===== src/rtl/instr_fetch_unit.sv =====
// RV32I fetch front end: sequential PC, credit-limited imem requests, prefetch queue, redirect flush.
// First instruction 3 cycles after reset; imem requests hold until accepted; core stalls via inst_ready.
module instr_fetch_unit #(
  parameter logic [31:0] RESET_PC = 32'h0000_0000,
  parameter int          DEPTH    = 4
) (
  input  logic        Clk,
  input  logic        Reset,
  output logic        imem_req_valid,
  input  logic        imem_req_ready,
  output logic [31:0] imem_req_addr,
  input  logic        imem_rsp_valid,
  input  logic [31:0] imem_rsp_data,
  output logic        inst_valid,
  input  logic        inst_ready,
  output logic [31:0] inst,
  output logic [31:0] inst_pc,
  input  logic        redirect,
  input  logic [31:0] redirect_pc
);

  localparam int AW = $clog2(DEPTH);
  localparam int CW = AW + 1;
  typedef logic [CW-1:0] cnt_t;
  typedef logic [AW-1:0] ptr_t;

  logic [31:0] fetch_pc_q, fetch_pc_d;
  logic        req_vld_q, req_vld_d;
  logic [31:0] req_addr_q, req_addr_d;
  logic        stale_q, stale_d;
  cnt_t        live_q, live_d, drop_q, drop_d, cnt_q, cnt_d;
  ptr_t        q_rd_q, q_rd_d, q_wr_q, q_wr_d;
  ptr_t        pf_rd_q, pf_rd_d, pf_wr_q, pf_wr_d;

  logic [31:0] q_inst_q [DEPTH];
  logic [31:0] q_pc_q   [DEPTH];
  logic [31:0] pf_pc_q  [DEPTH];

  logic        accept, acc_drop, rsp_live, rsp_old, push, pop, pend_next, credit;
  logic [31:0] tgt_pc;
  cnt_t        live_after, drop_after;
  logic [CW+1:0] total;

  assign accept   = req_vld_q & imem_req_ready;
  // A request pending across a redirect belongs to the abandoned stream.
  assign acc_drop = accept & (redirect | stale_q);
  assign rsp_old  = imem_rsp_valid & (drop_q != '0);
  assign rsp_live = imem_rsp_valid & (drop_q == '0);
  assign push     = rsp_live & ~redirect;
  assign pop      = inst_valid & inst_ready & ~redirect;
  assign tgt_pc   = redirect_pc & 32'hFFFF_FFFC;

  assign live_after = live_q - cnt_t'(rsp_live);
  assign drop_after = drop_q - cnt_t'(rsp_old);

  always_comb begin
    live_d     = live_after;
    drop_d     = drop_after;
    cnt_d      = cnt_q;
    fetch_pc_d = fetch_pc_q;
    req_vld_d  = 1'b0;
    req_addr_d = req_addr_q;
    stale_d    = 1'b0;
    total      = '0;
    credit     = 1'b0;
    pend_next  = req_vld_q & ~imem_req_ready;

    if (redirect) begin
      live_d     = '0;
      drop_d     = drop_after + live_after + cnt_t'(accept);
      cnt_d      = '0;
      fetch_pc_d = tgt_pc;
    end else begin
      live_d = live_after + cnt_t'(accept & ~acc_drop);
      drop_d = drop_after + cnt_t'(acc_drop);
      cnt_d  = cnt_q + cnt_t'(push) - cnt_t'(pop);
      if (accept && !stale_q) fetch_pc_d = fetch_pc_q + 32'd4;
    end

    // Queue slots plus every outstanding fetch never exceed DEPTH, so responses always fit.
    total  = {2'b00, cnt_d} + {2'b00, live_d} + {2'b00, drop_d};
    credit = int'(total) < DEPTH;

    if (pend_next) begin
      req_vld_d  = 1'b1;
      req_addr_d = req_addr_q;
      stale_d    = stale_q | redirect;
    end else begin
      req_vld_d  = credit;
      req_addr_d = fetch_pc_d;
    end

    q_wr_d  = redirect ? '0 : (push ? q_wr_q + 1'b1 : q_wr_q);
    q_rd_d  = redirect ? '0 : (pop  ? q_rd_q + 1'b1 : q_rd_q);
    pf_wr_d = accept ? pf_wr_q + 1'b1 : pf_wr_q;
    pf_rd_d = imem_rsp_valid ? pf_rd_q + 1'b1 : pf_rd_q;
  end

  always_ff @(posedge Clk or negedge Reset) begin
    if (!Reset) begin
      fetch_pc_q <= RESET_PC;
      req_vld_q  <= 1'b0;
      req_addr_q <= RESET_PC;
      stale_q    <= 1'b0;
      live_q     <= '0;
      drop_q     <= '0;
      cnt_q      <= '0;
      q_rd_q     <= '0;
      q_wr_q     <= '0;
      pf_rd_q    <= '0;
      pf_wr_q    <= '0;
    end else begin
      fetch_pc_q <= fetch_pc_d;
      req_vld_q  <= req_vld_d;
      req_addr_q <= req_addr_d;
      stale_q    <= stale_d;
      live_q     <= live_d;
      drop_q     <= drop_d;
      cnt_q      <= cnt_d;
      q_rd_q     <= q_rd_d;
      q_wr_q     <= q_wr_d;
      pf_rd_q    <= pf_rd_d;
      pf_wr_q    <= pf_wr_d;
    end
  end

  // PC FIFO tracks every accepted fetch, dropped or not, so it pops once per response.
  always_ff @(posedge Clk) begin
    if (accept) pf_pc_q[pf_wr_q] <= req_addr_q;
    if (push) begin
      q_inst_q[q_wr_q] <= imem_rsp_data;
      q_pc_q[q_wr_q]   <= pf_pc_q[pf_rd_q];
    end
  end

  assign imem_req_valid = req_vld_q;
  assign imem_req_addr  = req_addr_q;
  assign inst_valid     = (cnt_q != '0);
  assign inst           = inst_valid ? q_inst_q[q_rd_q] : 32'h0000_0013;
  assign inst_pc        = inst_valid ? q_pc_q[q_rd_q] : 32'h0000_0000;

endmodule


===== config.mk =====
export PLATFORM = sky130hd
export DESIGN_NAME = instr_fetch_unit
export DESIGN_NICKNAME = d
export VERILOG_FILES = /design/src/rtl/instr_fetch_unit.sv
export SDC_FILE = /design/constraint.sdc
export NUM_CORES = 1
export LEC_CHECK = 0
export CORE_MARGIN = 2
export CORE_UTILIZATION = 30
export DETAILED_ROUTE_END_ITERATION = 7
export DONT_BUFFER_PORTS = 1
export PLACE_DENSITY = 0.42
export REMOVE_ABC_BUFFERS = 1
export SLEW_MARGIN = 10
export SYNTH_ARGS = -nofsm -noshare
export SYNTH_HDL_FRONTEND = slang
export SYNTH_SLANG_ARGS = --single-unit

===== constraint.sdc =====
create_clock -name Clk -period 7.7 [get_ports Clk]
set_input_delay 0.77 -clock Clk [delete_from_list [all_inputs] [get_ports Clk]]
set_output_delay 0.77 -clock Clk [all_outputs]
set_load 0.1 [all_outputs]

Word-level counts from Yosys, hierarchy flattened
Memory sizes are Yosys's and may differ from the RTL's.
Cells that the tools add are included.
- register bits after elaboration: 83
- bits in writable memories: 384
- input bits: 70
- output and inout bits: 98
- logic and storage cells: 67
- memories kept: 3
- $add $sub $neg: 15
- magnitude comparators: 1
- multiplexer cells: 17
- bitwise logic cells: 13
- reductions and logical operators: 7
- memory list (memory ; words ; width ; rd ports ; clocked after Yosys merged registers in ; wr ports ; line ; RTL):
    pf_pc_q ; 4 ; 32 ; 1 ; 0 ; 1 ; 37 ; logic [31:0] pf_pc_q [DEPTH];
    q_inst_q ; 4 ; 32 ; 1 ; 0 ; 1 ; 35 ; logic [31:0] q_inst_q [DEPTH];
    q_pc_q ; 4 ; 32 ; 1 ; 0 ; 1 ; 36 ; logic [31:0] q_pc_q [DEPTH];
- operators with widths (cell ; number):
    two-way mux 32 bit ; 4
    adder 32 x 3 -> 32 bit, second input constant ; 1
    adder 3 x 1 -> 3 bit ; 3
    two-way mux 3 bit ; 3
    subtractor 3 x 1 -> 3 bit ; 3
    adder 2 x 1 -> 2 bit, second input constant ; 4
    AND 1 bit ; 8
    two-way mux 2 bit ; 4
    adder 3 bit ; 2
    two-way mux 1 bit ; 6
    nonzero test 3 bit ; 2
    adder 4 x 3 -> 5 bit ; 1
    < comparator 5 x 3 -> 1 bit, second input constant ; 1
    adder 3 x 3 -> 4 bit ; 1
    nonzero test 2 bit ; 2
    AND 1 x 3 -> 3 bit ; 1
    logical NOT 3 bit ; 1
    inverter 1 -> 3 bit ; 1
    inverter 1 bit ; 2
    logical AND 1 bit ; 1
    logical NOT 1 bit ; 1
    OR 1 bit ; 1

Depth between registers and ports, before layout
Gate-level depths: netlist (run 1).
- word-level depth: 10
- depth in mapped cells: 19
- gate-level depth less buffers: 17

Worst setup path after synthesis (run 1)
No wires, ideal clock.
- path type: input to register
- from: in redirect
- to: reg req_vld_q, in the netlist imem_req_valid
- library setup time: 0.069 ns
- arrival time: 4.574 ns
- required time: 7.631 ns
- setup slack: 3.057 ns
- cell stages on the path: 17
- path buffers: 4
- path through: clkbuf_1 -> clkbuf_1 -> clkbuf_1 -> buf_1 -> nor2_1 -> ha_1 -> inv_1 -> ha_1 -> fa_1 -> xnor2_1 -> xnor2_1 -> nand2_1 -> fa_1 -> fa_1 -> nor4b_1 -> o21ai_0 -> nand3_1
- longest elaborated chain between the ends: 10
- elaborated cells between the ends (all ways): 18
- classes of those cells: 6 x add/sub; 1 x order compare; 4 x mux; 7 x bitwise
- ends and longest elaborated chain (item ; line ; RTL):
    start, declared ; 18 ; input logic redirect,
    parallel branches: the longest is 7 deep, another holds adder 3 x 3 -> 4 bit ; n/a ;
    adder 4 x 3 -> 5 bit * ; 81 ; total = {2'b00, cnt_d} + {2'b00, live_d} + {2'b00, drop_d};
    < comparator 5 x 3 -> 1 bit * ; 82 ; credit = int'(total) < DEPTH;
    two-way mux 1 bit * ; 84 ; if (pend_next) begin
    net req_vld_d ; 28 ; logic req_vld_q, req_vld_d;
    end signal, assigned ; 114 ; req_vld_q <= req_vld_d;
    end, declared ; 28 ;
Mark *: on every way through the listed nets, which the timed path passes.
A chain may end at the register's enable or synchronous reset.

Final worst setup path (run 1)
- from: reg cnt_q[2]
- to: reg req_vld_q, in the netlist imem_req_valid
- longest elaborated chain between the ends: 9
- elaborated cells between the ends (all ways): 10
- classes of those cells: 4 x add/sub; 1 x order compare; 2 x mux; 2 x bitwise; 1 x reduce/logical
- ends and longest elaborated chain (item ; line ; RTL):
    start, declared ; 31 ; cnt_t live_q, live_d, drop_q, drop_d, cnt_q, cnt_d;
    start signal, assigned ; 119 ; cnt_q <= cnt_d;
    nonzero test 3 bit ; 138 ; assign inst_valid = (cnt_q != '0);
    net inst_valid ; 14 ; output logic inst_valid,
    AND 1 bit (2 in a row) ; 50 ; assign pop = inst_valid & inst_ready & ~redirect;
    subtractor 3 x 1 -> 3 bit ; 76 ; cnt_d = cnt_q + cnt_t'(push) - cnt_t'(pop);
    two-way mux 3 bit ; 68 ; if (redirect) begin
    adder 3 x 3 -> 4 bit ; 81 ;
    adder 4 x 3 -> 5 bit ; 81 ;
    < comparator 5 x 3 -> 1 bit ; 82 ;
    two-way mux 1 bit ; 84 ;
    net req_vld_d ; 28 ;
The timed path passes the listed nets, and every way through them passes these cells.

==> results of run 1 <==
-- final timing paths --
check	to	startpoint	slack (ns)
max in group asynchronous	imem_req_addr[21]	Reset	7.22
worst max register to register	imem_req_valid	cnt_q[2]	2.85
worst min register to register	fetch_pc_q[1]	fetch_pc_q[1]	0.53
worst min-delay path	imem_req_addr[13]	Reset	0.08
worst max-delay path	imem_req_valid	cnt_q[2]	2.85
min in group Clk	pf_rd_q[0]	imem_rsp_valid	0.27
-- Yosys cell counts, types with 2 or more instances --
cell type and instances:
or2_2 4, and2_1 61, xnor2_1 16, a31oi_1 4
dfrtp_1 83, nor2b_1 7, buf_1 12, o31a_1 2
a221o_1 11, nor4b_1 3, ha_1 20, o21ai_0 15
clkbuf_1 30, and3_1 21, nand4_1 7, or3_1 5
or4_1 4, nand3_1 9, buf_2 6, o31ai_1 6
nor3_1 12, mux2_2 23, nand2_1 55, inv_1 26
fa_1 6, nor2_1 25, and4_1 3, nor4_1 11
edfxtp_1 384, mux2i_1 2, mux4_2 96, xor2_1 19
a21oi_1 4
-- what timing repair did --
| item | CTS | global route |
|---|---|---|
| hold buffers | 1 | 0 |
| hold endpoints to repair | 83 | 0 |
| endpoints found under the setup margin | 0 | 0 |
-- cell type report --
| class | instances | area, um^2 |
|---|---|---|
| clock inverter | 26 | 235 |
| inverter | 27 | 103 |
| tap | 837 | 1050 |
| sequential | 467 | 13600 |
| clock buffer | 73 | 1440 |
| fill | 5846 | 40200 |
| antenna | 1 | 2.50 |
| multi-input combinational | 461 | 4750 |
| timing repair buffer | 19 | 163 |
-- worst register-to-register path, stage by stage (launching register included) --
cell      delay (ns)
dfrtp_1         0.39
nor3_1          0.75
clkinv_2        0.10
buf_4           0.41
nand2_1         0.24
nor2_1          0.07
ha_1            0.27
inv_1           0.04
ha_1            0.18
fa_1            0.37
xnor2_1         0.20
xnor2_1         0.14
nand2_1         0.11
fa_1            0.54
fa_1            0.57
nor4b_1         0.20
o21ai_0         0.12
nand3_1         0.10
-- flip-flops by register name, indices dropped and copies added (netlist names) --
signal,count
cnt_q,3
q_rd_q,2
q_inst_q,128
q_wr_q,2
stale_q,1
live_q,3
pf_rd_q,2
drop_q,3
q_pc_q,128
pf_wr_q,2
imem_req_addr,32
imem_req_valid,1
pf_pc_q,128
fetch_pc_q,32
-- logic make-up after synthesis --
logic type	share of synthesized area, %
xor+xnor	1.65
fa+ha+maj	1.99
flops	73.0
mux	13.1
simple gates	6.82
buf+inv	1.62
compound gates	1.80
-- power groups by stage --
stage / Sequential [mW] / Combinational, mW / Clock [mW]
final: 3.81 / 2.70 / 2.43
after global routing: 3.86 / 2.89 / 2.62
after CTS: 3.83 / 2.77 / 2.53
after detailed placement: 3.88 / 2.76 / 0
after global placement: 3.87 / 2.74 / 0
after floorplan: 3.86 / 2.17 / 0
-- metal layers --
layer | vias to the layer above | share of wire (%) | GRT usage, %
li1 | 3984 | - | -
met1 | 4774 | 45 | 18.8
met2 | 179 | 48 | 22.9
met3 | 63 | 4.8 | 3.33
met4 | 0 | 2.0 | 3.33
met5 | - | 0 | 0
-- layout by cell type (no fill, tap or decap), types with 16 or more instances in the layout --
master     instances
dfrtp_1           80
xor2_1            19
and2_1            61
inv_1             26
nand2_1           55
clkbuf_16         55
nor2_1            25
buf_4             18
xnor2_1           16
ha_1              20
edfxtp_1         384
clkbuf_1          18
mux2_2            23
mux4_2            96
==> out/qor.yml, run 1 <==
status: "completed"
grt_pass1_wl_um: 65300
pre_cts_slack_ns: 2.70
worst_pin_slew_ns: 1.19
fmaxAchievable_mhz: 206
fin_util_pct: 34.7
postCtsSetupRepairBufs: 0
synthArstFlopShare_pct: 17.8
setup-violations-final: 0
num_io_pins: 168
ys_types: 46
routed_wl_um: 44100
path_class: "flip-flop to flip-flop"
p_sw_share_pct: 40.5
hold_viol: 0
synthFlopType: "edfxtp_1"
dpl.cell_count: 1810
via_count: 9000
maxCapViolCount: 0
hold_ws_ns: 0.0762
clockBufferDepth: 3
fin_tns_setup_ns: 0
powerDensity_nw_per_um2: 419
crit_path_start_kind: "flip-flop"
root_buffer: "clkbuf_16"
synth_cells: 1005
finalCriticalPeriod_ns: 4.85
synth_top_area_share_pct: 61.9
fin_skew_ns: 0.00777
path_max_fanout: 64
row_count: 91
cp.arrival_ns: 5.37
pwr-share-comb_pct: 30.2
cts_tree: "done"
ir_drop_mv: 0.213
coreArea_um2: 61600
port_buffers: 0
area_growth_pct: 14.6
clock_latency_ns: 0.58
crit_path_top_delay_cell: "nor3_1"
syn_area_per_cell_um2: 18.5
postPlaceCellArea_um2: 19700
p_clk_share_pct: 27.2
hold_class: "input port to async pin"
antenna_found_initial: 0
grt_util_all_layers_pct: 14.0
fp.dieW_um: 253
timing.final.max_slew_violations: 0
numCtsBuffers: 53
critical_path_depth: 17
drtIter0Drc: 544
power_frac_seq_pct: 42.6
period_share_pct: 63.0
ys_warn_count: 0
die_area_um2: 64100
drc: 0
rsz0062_at_grt: "no"
relSlewSlack_pct: 20.9
clkSinkCount: 467
synth_edf_count: 384
clkTransAtPathRegs_ns: 0.06
setup_slack_ns: 2.85
drt_first_pass_iters: 4
cp_top_family: "adder cells"
finalNetCount: 1125
reg2regPathDepth: 17
synth-seq-cells: 467
drive_gt1_share_pct: 21.1
cts_resized: 0
slowest_delay_ns: 0.75
power_mw: 8.94
gp_congestion: 0.768
grt_max_degree: 84
start_util_pct: 30.3
gr-total-overflow: 0
synth_seq_area_share_pct: 73.0
final_cells: 1911
cp-end-kind: "flip-flop"
ys_top_cells_by_area: "edfxtp_1 (62%), mux4_2 (12%), dfrtp_1 (11%), and2_1 (2.0%), mux2_2 (1.4%)"
vias_per_cell: 4.71
path_cells: "nor3_1, clkinv_2, buf_4, nand2_1, nor2_1, ha_1, inv_1, ha_1, fa_1, xnor2_1, xnor2_1, nand2_1, fa_1, fa_1, nor4b_1, o21ai_0, nand3_1"
timing.critical_path.buf_inv: 3
postLayoutCellArea_um2: 21400
htree_num_levels: 2
synth.largest_area_cell: "edfxtp_1"
post_drt_wl_per_cell_um: 23.1
antenna_left: 0
syn-cell-area_um2: 18600
grt_pass1_vias: 9613
cpMostUsedCell: "fa_1"
switchingPower_mw: 3.62
cp.required_ns: 8.22
dp_hpwl_um: 25900
die_h_um: 253
internal-power_mw: 5.32
cellLeakagePower_nw: 7.12
Power figures use the tool's default switching activity.
==> run 2: changes to the inputs <==
- ABC_AREA: not set -> 1
- clock period: 7.7 -> 4.9 ns (I/O delays scaled with it)
==> run 2 against run 1 <==
  * Critical path depth down 5
  * Clock power up 54%
  * Global-route usage up 1.8 points
  * Clock skew up 0.0058 ns
  * Cell area up 8.4%
  * Register-to-register slack worse by 1.9 ns
  * Largest cell class unchanged
  * Critical path type unchanged
  * Non-clock buffer count up 117
  * Final cell count up 39%
  * Sequential share of layout area down 4.9 points
  * Critical endpoint unchanged
  * Die area up 3.1%
==> out/qor.yml, run 2 <==
status: "completed"
grt_pass1_vias: 12400  # +29%
maxCapViolCount: 0  # unchanged
ys_types: 41  # -11%
synth_top_area_share_pct: 60.0  # -1.9 points
gp_congestion: 0.765  # -0.44%
die_area_um2: 66100  # +3.1%
fp.dieW_um: 257  # +1.5%
pre_cts_slack_ns: 0.873  # -1.82 ns
synth_common_cells: "edfxtp_1 (384), nor2_1 (380), o21ai_0 (202), nand2_1 (183), dfrtp_1 (83)"
timing.final.max_slew_violations: 0  # unchanged
die_h_um: 257  # +1.5%
coreArea_um2: 63200  # +2.6%
cp.arrival_ns: 4.47  # -0.90 ns
fin_tns_setup_ns: 0  # unchanged
relSlewSlack_pct: 22.3  # +1.3 points
post_drt_wl_per_cell_um: 19.6  # -15%
root_buffer: "clkbuf_16"
layout_common_cells: "edfxtp_1 (384), nor2_1 (372), o21ai_0 (202)"
drive_gt1_share_pct: 16.1  # -5.0 points
slowest_delay_ns: 0.56  # -0.19 ns
synth_cells: 1654  # +65%
clkTransAtPathRegs_ns: 0.06  # about the same
power_mw: 15.3  # +71%
ir_drop_mv: 0.311  # +46%
crit_start: "drop_q[0]"
syn-cell-area_um2: 19200  # +3.1%
drtIter0Drc: 786  # +44%
setup_slack_ns: 0.936  # -1.92 ns
ys_top_cells_by_area: "edfxtp_1 (60%), dfrtp_1 (11%), nor2_1 (7.4%), o21ai_0 (5.3%), nand2_1 (3.6%)"
grt_util_all_layers_pct: 15.8  # +1.8 points
hold_start: "redirect"
cp.required_ns: 5.40  # -2.82 ns
hold_class: "input port to flip-flop"
synthFlopType: "edfxtp_1"
clockBufferDepth: 3  # unchanged
holdPathStages: 2
fin_skew_ns: 0.0136  # +0.00579 ns
synth_seq_area_share_pct: 70.8  # -2.2 points
synth_edf_count: 384  # unchanged
powerDensity_nw_per_um2: 660  # +58%
dpl.cell_count: 2515  # +39%
final_cells: 2656  # +39%
drt_first_pass_iters: 5  # +1
crit_path_start_kind: "flip-flop"
reg2regPathDepth: 12  # -5
syn_area_per_cell_um2: 11.6  # -37%
cellLeakagePower_nw: 8.36  # +17%
hold_ws_ns: 0.0471  # -0.0290 ns
routed_wl_um: 52100  # +18%
r2r_slack_ns: 0.94  # -1.92 ns
crit_path_top_delay_cell: "nor4_2"
antenna_found_initial: 15  # +15
gr-total-overflow: 0  # unchanged
synth-seq-cells: 467  # unchanged
finalNetCount: 1857  # +65%
antenna_left: 0  # unchanged
ys_warn_count: 0  # unchanged
num_io_pins: 168  # unchanged
cpMostUsedCell: "fa_1"
worst_pin_slew_ns: 1.17  # -0.0200 ns
port_buffers: 0  # unchanged
multiInputGateArea_um2: 5280  # +11%
dp_hpwl_um: 30800  # +19%
setup-violations-final: 0  # unchanged
cp-end-kind: "flip-flop"
drc: 0  # unchanged
synthArstFlopShare_pct: 17.8  # unchanged
reg2reg_from: "drop_q[0]"
r2r_end: "imem_req_valid"
numCtsBuffers: 52  # -1.9%
synth.largest_area_cell: "edfxtp_1"
cts_tree: "done"
path_class: "flip-flop to flip-flop"
row_count: 92  # +1.1%
finalCriticalPeriod_ns: 3.96  # -0.884 ns
via_count: 12300  # +36%
area_growth_pct: 20.5
clkSinkCount: 467  # unchanged
mostFrequentLayoutCell: "edfxtp_1"
grt_pass1_wl_um: 78700  # +21%
htree_num_levels: 2  # unchanged
largestRegisters: "pf_pc_q (128), q_inst_q (128), q_pc_q (128)"
clock_latency_ns: 0.59  # about the same
nFillCells: 6106  # +4.4%
seq_area_um2: 13600  # about the same
fmaxAchievable_mhz: 252  # +22%
vias_per_cell: 4.62  # -2.0%
yosysMostFrequentCell: "edfxtp_1"
hold_viol: 0  # unchanged
path_max_fanout: 5  # -92%
path_cells: "nor4_2, xnor2_1, fa_1, fa_1, xor2_1, nand2_1, o21ai_0, xor2_1, fa_1, fa_1, o21ai_0, o21ai_0"
grt_max_degree: 84  # unchanged
rsz0062_at_grt: "no"
cts_resized: 0  # unchanged
start_util_pct: 30.4  # +0.16 points
period_share_pct: 80.9  # +18 points
hold_end: "fetch_pc_q[18]"
[run 2: kinds of logic (layout without fill, tap and decap cells)]
group	count (synthesis)	after routing	share of synthesized area (%)
other	0	5	0
XOR/XNOR	21	21	0.957
adder cells (fa/ha/maj)	26	26	1.93
AO/OA/AOI/OAI	324	324	8.93
flip-flops	467	467	70.8
AND/OR/NAND/NOR	654	654	14.1
buffers and inverters	162	313	3.31
[run 2: final cells by class]
| cell class | count | area share [%] |
|---|---|---|
| flip-flops and latches | 467 | 58.8 |
| multi-input cells | 1025 | 22.8 |
| clock buffers | 74 | 6.50 |
| repair buffers | 136 | 5.31 |
| well taps | 846 | 4.57 |
| inverters | 79 | 1.29 |
| clock inverters | 24 | 0.659 |
| diodes | 5 | 0.0540 |
[run 2: stage by stage]
step | util, % | instance area [um^2]
detailed placement | 33.4 | 21100
finish | 36.6 | 23200
global route | 36.6 | 23100
CTS | 36.6 | 23100
global placement | 33.4 | 21100
floorplan | - | 18900
[run 2: worst max path at each step]
stage               slack (ns)              to  cells after the start
floorplan                -1.90         inst[0]                      3
global placement          0.93  imem_req_valid                     13
detailed placement        0.87  imem_req_valid                     13
CTS                       0.86  imem_req_valid                     12
global route              0.68  imem_req_valid                     13
finish                    0.94  imem_req_valid                     12
[run 2: timing repair]
item / in CTS / in global routing
setup endpoints to repair: 0 / 0
hold buffers: 38 / 0
hold endpoints to repair: 221 / 0
buffers inserted: 0 / 0
[run 2: worst max-delay path, delay by kind of cell (launching register included)]
kind	cells	cell delay, ns
XOR/XNOR	3	0.63
flip-flops	1	0.40
adder cells (fa/ha/maj)	4	1.87
AND/OR/NAND/NOR	2	0.62
AO/OA/AOI/OAI	3	0.35
[run 2: layer usage]
metal	vias to the layer above	GRT usage (%)	part of all wire, %
li1	5940	-	-
met4	6	4.26	2.0
met1	5978	20.4	44
met3	82	3.90	5.9
met2	253	26.4	48
met5	-	0	0.084
[run 2: power breakdown]
group | internal [mW] | leakage [nW] | switching [mW]
combinational | 1.21 | 3.08 | 4.29
clock | 2.18 | 0.801 | 1.56
sequential | 5.07 | 4.48 | 0.978
total | 8.46 | 8.36 | 6.83
==> run 3: changes to the inputs <==
- clock period: 4.9 -> 4 ns (I/O delays scaled with it)
==> run 3 against run 2 <==
  * Clock skew grew 0.0060 ns
  * Die area is the same
  * Final cell count grew 0.30%
  * Count of clock-buffer cells in the layout grew 10
  * Critical endpoint unchanged
  * Sequential power grew 23%
  * Sequential cell count is the same
  * Largest cell class unchanged
  * Combinational power grew 22%
  * Critical path depth grew 1
  * Sequential share of layout area shrank 0.44 points
  * Hold slack lost 0.010 ns
  * Clock power grew 26%
  * Non-clock buffer count grew 10
==> out/qor.yml, run 3 (same netlist as run 2, synthesis figures left out) <==
status: "completed"
numCtsBuffers: 54  # +3.8%
pwr-share-comb_pct: 35.5  # -0.4 points
antenna_left: 0  # unchanged
drc: 0  # unchanged
postCtsSetupRepairBufs: 0  # unchanged
switchingPower_mw: 8.33  # +22%
mostFrequentLayoutCell: "edfxtp_1"
ir_drop_mv: 0.424  # +36%
nFillCells: 6120  # +0.23%
grt_pass1_vias: 12300  # -0.66%
cpMostUsedCell: "fa_1"
clockBufferDepth: 3  # unchanged
vias_per_cell: 4.60  # -0.32%
clock_latency_ns: 0.60  # about the same
timing.critical_path.buf_inv: 1  # +1
num_io_pins: 168  # unchanged
row_count: 92  # unchanged
p_sw_share_pct: 44.1  # -0.54 points
p_clk_share_pct: 25.1  # +0.6 points
path_max_fanout: 4  # -1
cp_top_family: "adder cells"
port_buffers: 0  # unchanged
maxCapViolCount: 0  # unchanged
htree_num_levels: 2  # unchanged
fmaxAchievable_mhz: 270  # +6.9%
routed_wl_um: 51800  # -0.71%
gp_congestion: 0.779  # +1.8%
layout_common_cells: "edfxtp_1 (384), nor2_1 (372), o21ai_0 (202)"
hold_viol: 0  # unchanged
fin_tns_setup_ns: 0  # unchanged
largestRegisters: "pf_pc_q (128), q_inst_q (128), q_pc_q (128)"
multiInputGateArea_um2: 5290  # +0.17%
period_share_pct: 92.7  # +12 points
crit_path_top_delay_cell: "fa_1"
postPlaceCellArea_um2: 21100  # about the same
relSlewSlack_pct: 20.2  # -2.0 points
grt_max_degree: 131  # +56%
power_frac_seq_pct: 39.4  # about the same
path_cells: "nor4_4, buf_4, xnor2_1, fa_1, fa_1, xor2_1, nand2_1, o21ai_0, xor2_1, fa_1, fa_1, o21ai_0, o21ai_0"
clkTransAtPathRegs_ns: 0.06  # about the same
hold_class: "input port to flip-flop"
postLayoutCellArea_um2: 23300  # +0.76%
finalCriticalPeriod_ns: 3.71  # -0.256 ns
finalNetCount: 1869  # +0.65%
dp_hpwl_um: 30200  # -2.0%
drt_first_pass_iters: 5  # unchanged
grt_pass1_wl_um: 78800  # about the same
cellLeakagePower_nw: 8.45  # +1.0%
powerDensity_nw_per_um2: 809  # +22%
worst_pin_slew_ns: 1.20  # +0.0303 ns
cp-end-kind: "flip-flop"
cp.arrival_ns: 4.21  # -0.26 ns
slowest_delay_ns: 0.55  # about the same
gr-total-overflow: 0  # unchanged
grt_util_all_layers_pct: 15.8  # -0.043 points
rsz0062_at_grt: "no"
cts_tree: "done"
crit_path_start_kind: "flip-flop"
fin_skew_ns: 0.0195  # +0.00596 ns
area_growth_pct: 21.4
clkSinkCount: 467  # unchanged
r2r_slack_ns: 0.29  # -0.64 ns
antenna_found_initial: 11  # -4
drive_gt1_share_pct: 15.7  # -0.36 points
seq_area_um2: 13600  # unchanged
path_class: "flip-flop to flip-flop"
timing.final.max_slew_violations: 0  # unchanged
start_util_pct: 30.4  # unchanged
post_drt_wl_per_cell_um: 19.4  # -1.0%
die_h_um: 257  # unchanged
setup-violations-final: 0  # unchanged
internal-power_mw: 10.5  # +25%
root_buffer: "clkbuf_16"
via_count: 12300  # -0.024%
fp.dieW_um: 257  # unchanged
die_area_um2: 66100  # unchanged
drtIter0Drc: 826  # +5.1%
coreArea_um2: 63200  # unchanged
cp.required_ns: 4.50  # -0.90 ns
-- run 3: cell types whose count changed in the layout (fill, tap and decap cells not counted), sizes merged, moves of 2 or more --
cell,change
buf,-2
dlygate4sd3,+12
clkbuf,+10
clkinvlp,-4
clkinv,-7
bufinv,+2
diode,-2
-- run 3: cell type report --
class	instances	area share, %
flip-flops and latches	467	58.4
multi-input cells	1025	22.7
repair buffers	146	5.82
diodes	3	0.0322
inverters	79	1.28
clock buffers	84	6.62
clock inverters	14	0.660
well taps	846	4.54
-- run 3: power groups by stage --
stage / Sequential, mW / Combinational (mW) / Clock [mW]
after global placement: 7.55 / 6.70 / 0
final: 7.44 / 6.69 / 4.73
after CTS: 7.46 / 6.84 / 4.89
after detailed placement: 7.56 / 6.74 / 0
after floorplan: 7.49 / 4.48 / 0
after global routing: 7.53 / 7.26 / 5.08
-- run 3: timing repair --
action                                 in CTS  in global routing
hold buffers                               51                  0
setup endpoints to repair                   0                  1
endpoints found under the hold margin     243                  0
gates resized for setup                     0                  1
-- run 3: worst reg2reg max path: cells and delay by family (launching register included) --
family,cells,cell delay (ns)
AO/OA/AOI/OAI,3,0.34
buffers and inverters,1,0.18
adder cells (fa/ha/maj),4,1.85
flip-flops,1,0.42
XOR/XNOR,3,0.49
AND/OR/NAND/NOR,2,0.37
-- run 3: path summary, 6_finish.rpt --
| check | cells past startpoint | to | start |
|---|---|---|---|
| max | 13 | imem_req_valid | drop_q[0] |
| min | 2 | fetch_pc_q[31] | redirect |
| max reg2reg | 13 | imem_req_valid | drop_q[0] |
| min reg2reg | 2 | fetch_pc_q[1] | fetch_pc_q[1] |
| max in group asynchronous | 2 | q_rd_q[1] | Reset |
| min in group asynchronous | 2 | fetch_pc_q[19] | Reset |
-- run 3: metrics by stage --
stage	setup slack (ns)	util [%]	hold slack (ns)	std cells	total power, mW
after global routing	0.0132	36.9	0.0148	2664	19.9
final	0.292	36.9	0.0369	2664	18.9
after global placement	0.267	33.3	0.113	2512	14.2
after floorplan	-2.71	-	0.104	1571	12.0
after detailed placement	0.261	33.3	0.113	2512	14.3
after CTS	0.226	36.9	0.00277	2661	19.2
-- run 3: metal layers --
| metal | global-route usage, % | vias up | share of wire, % |
|---|---|---|---|
| li1 | - | 5965 | - |
| met1 | 20.8 | 6022 | 45 |
| met2 | 26.6 | 191 | 48 |
| met3 | 3.51 | 72 | 4.7 |
| met4 | 3.26 | 6 | 1.6 |
| met5 | 0 | - | 0.073 |
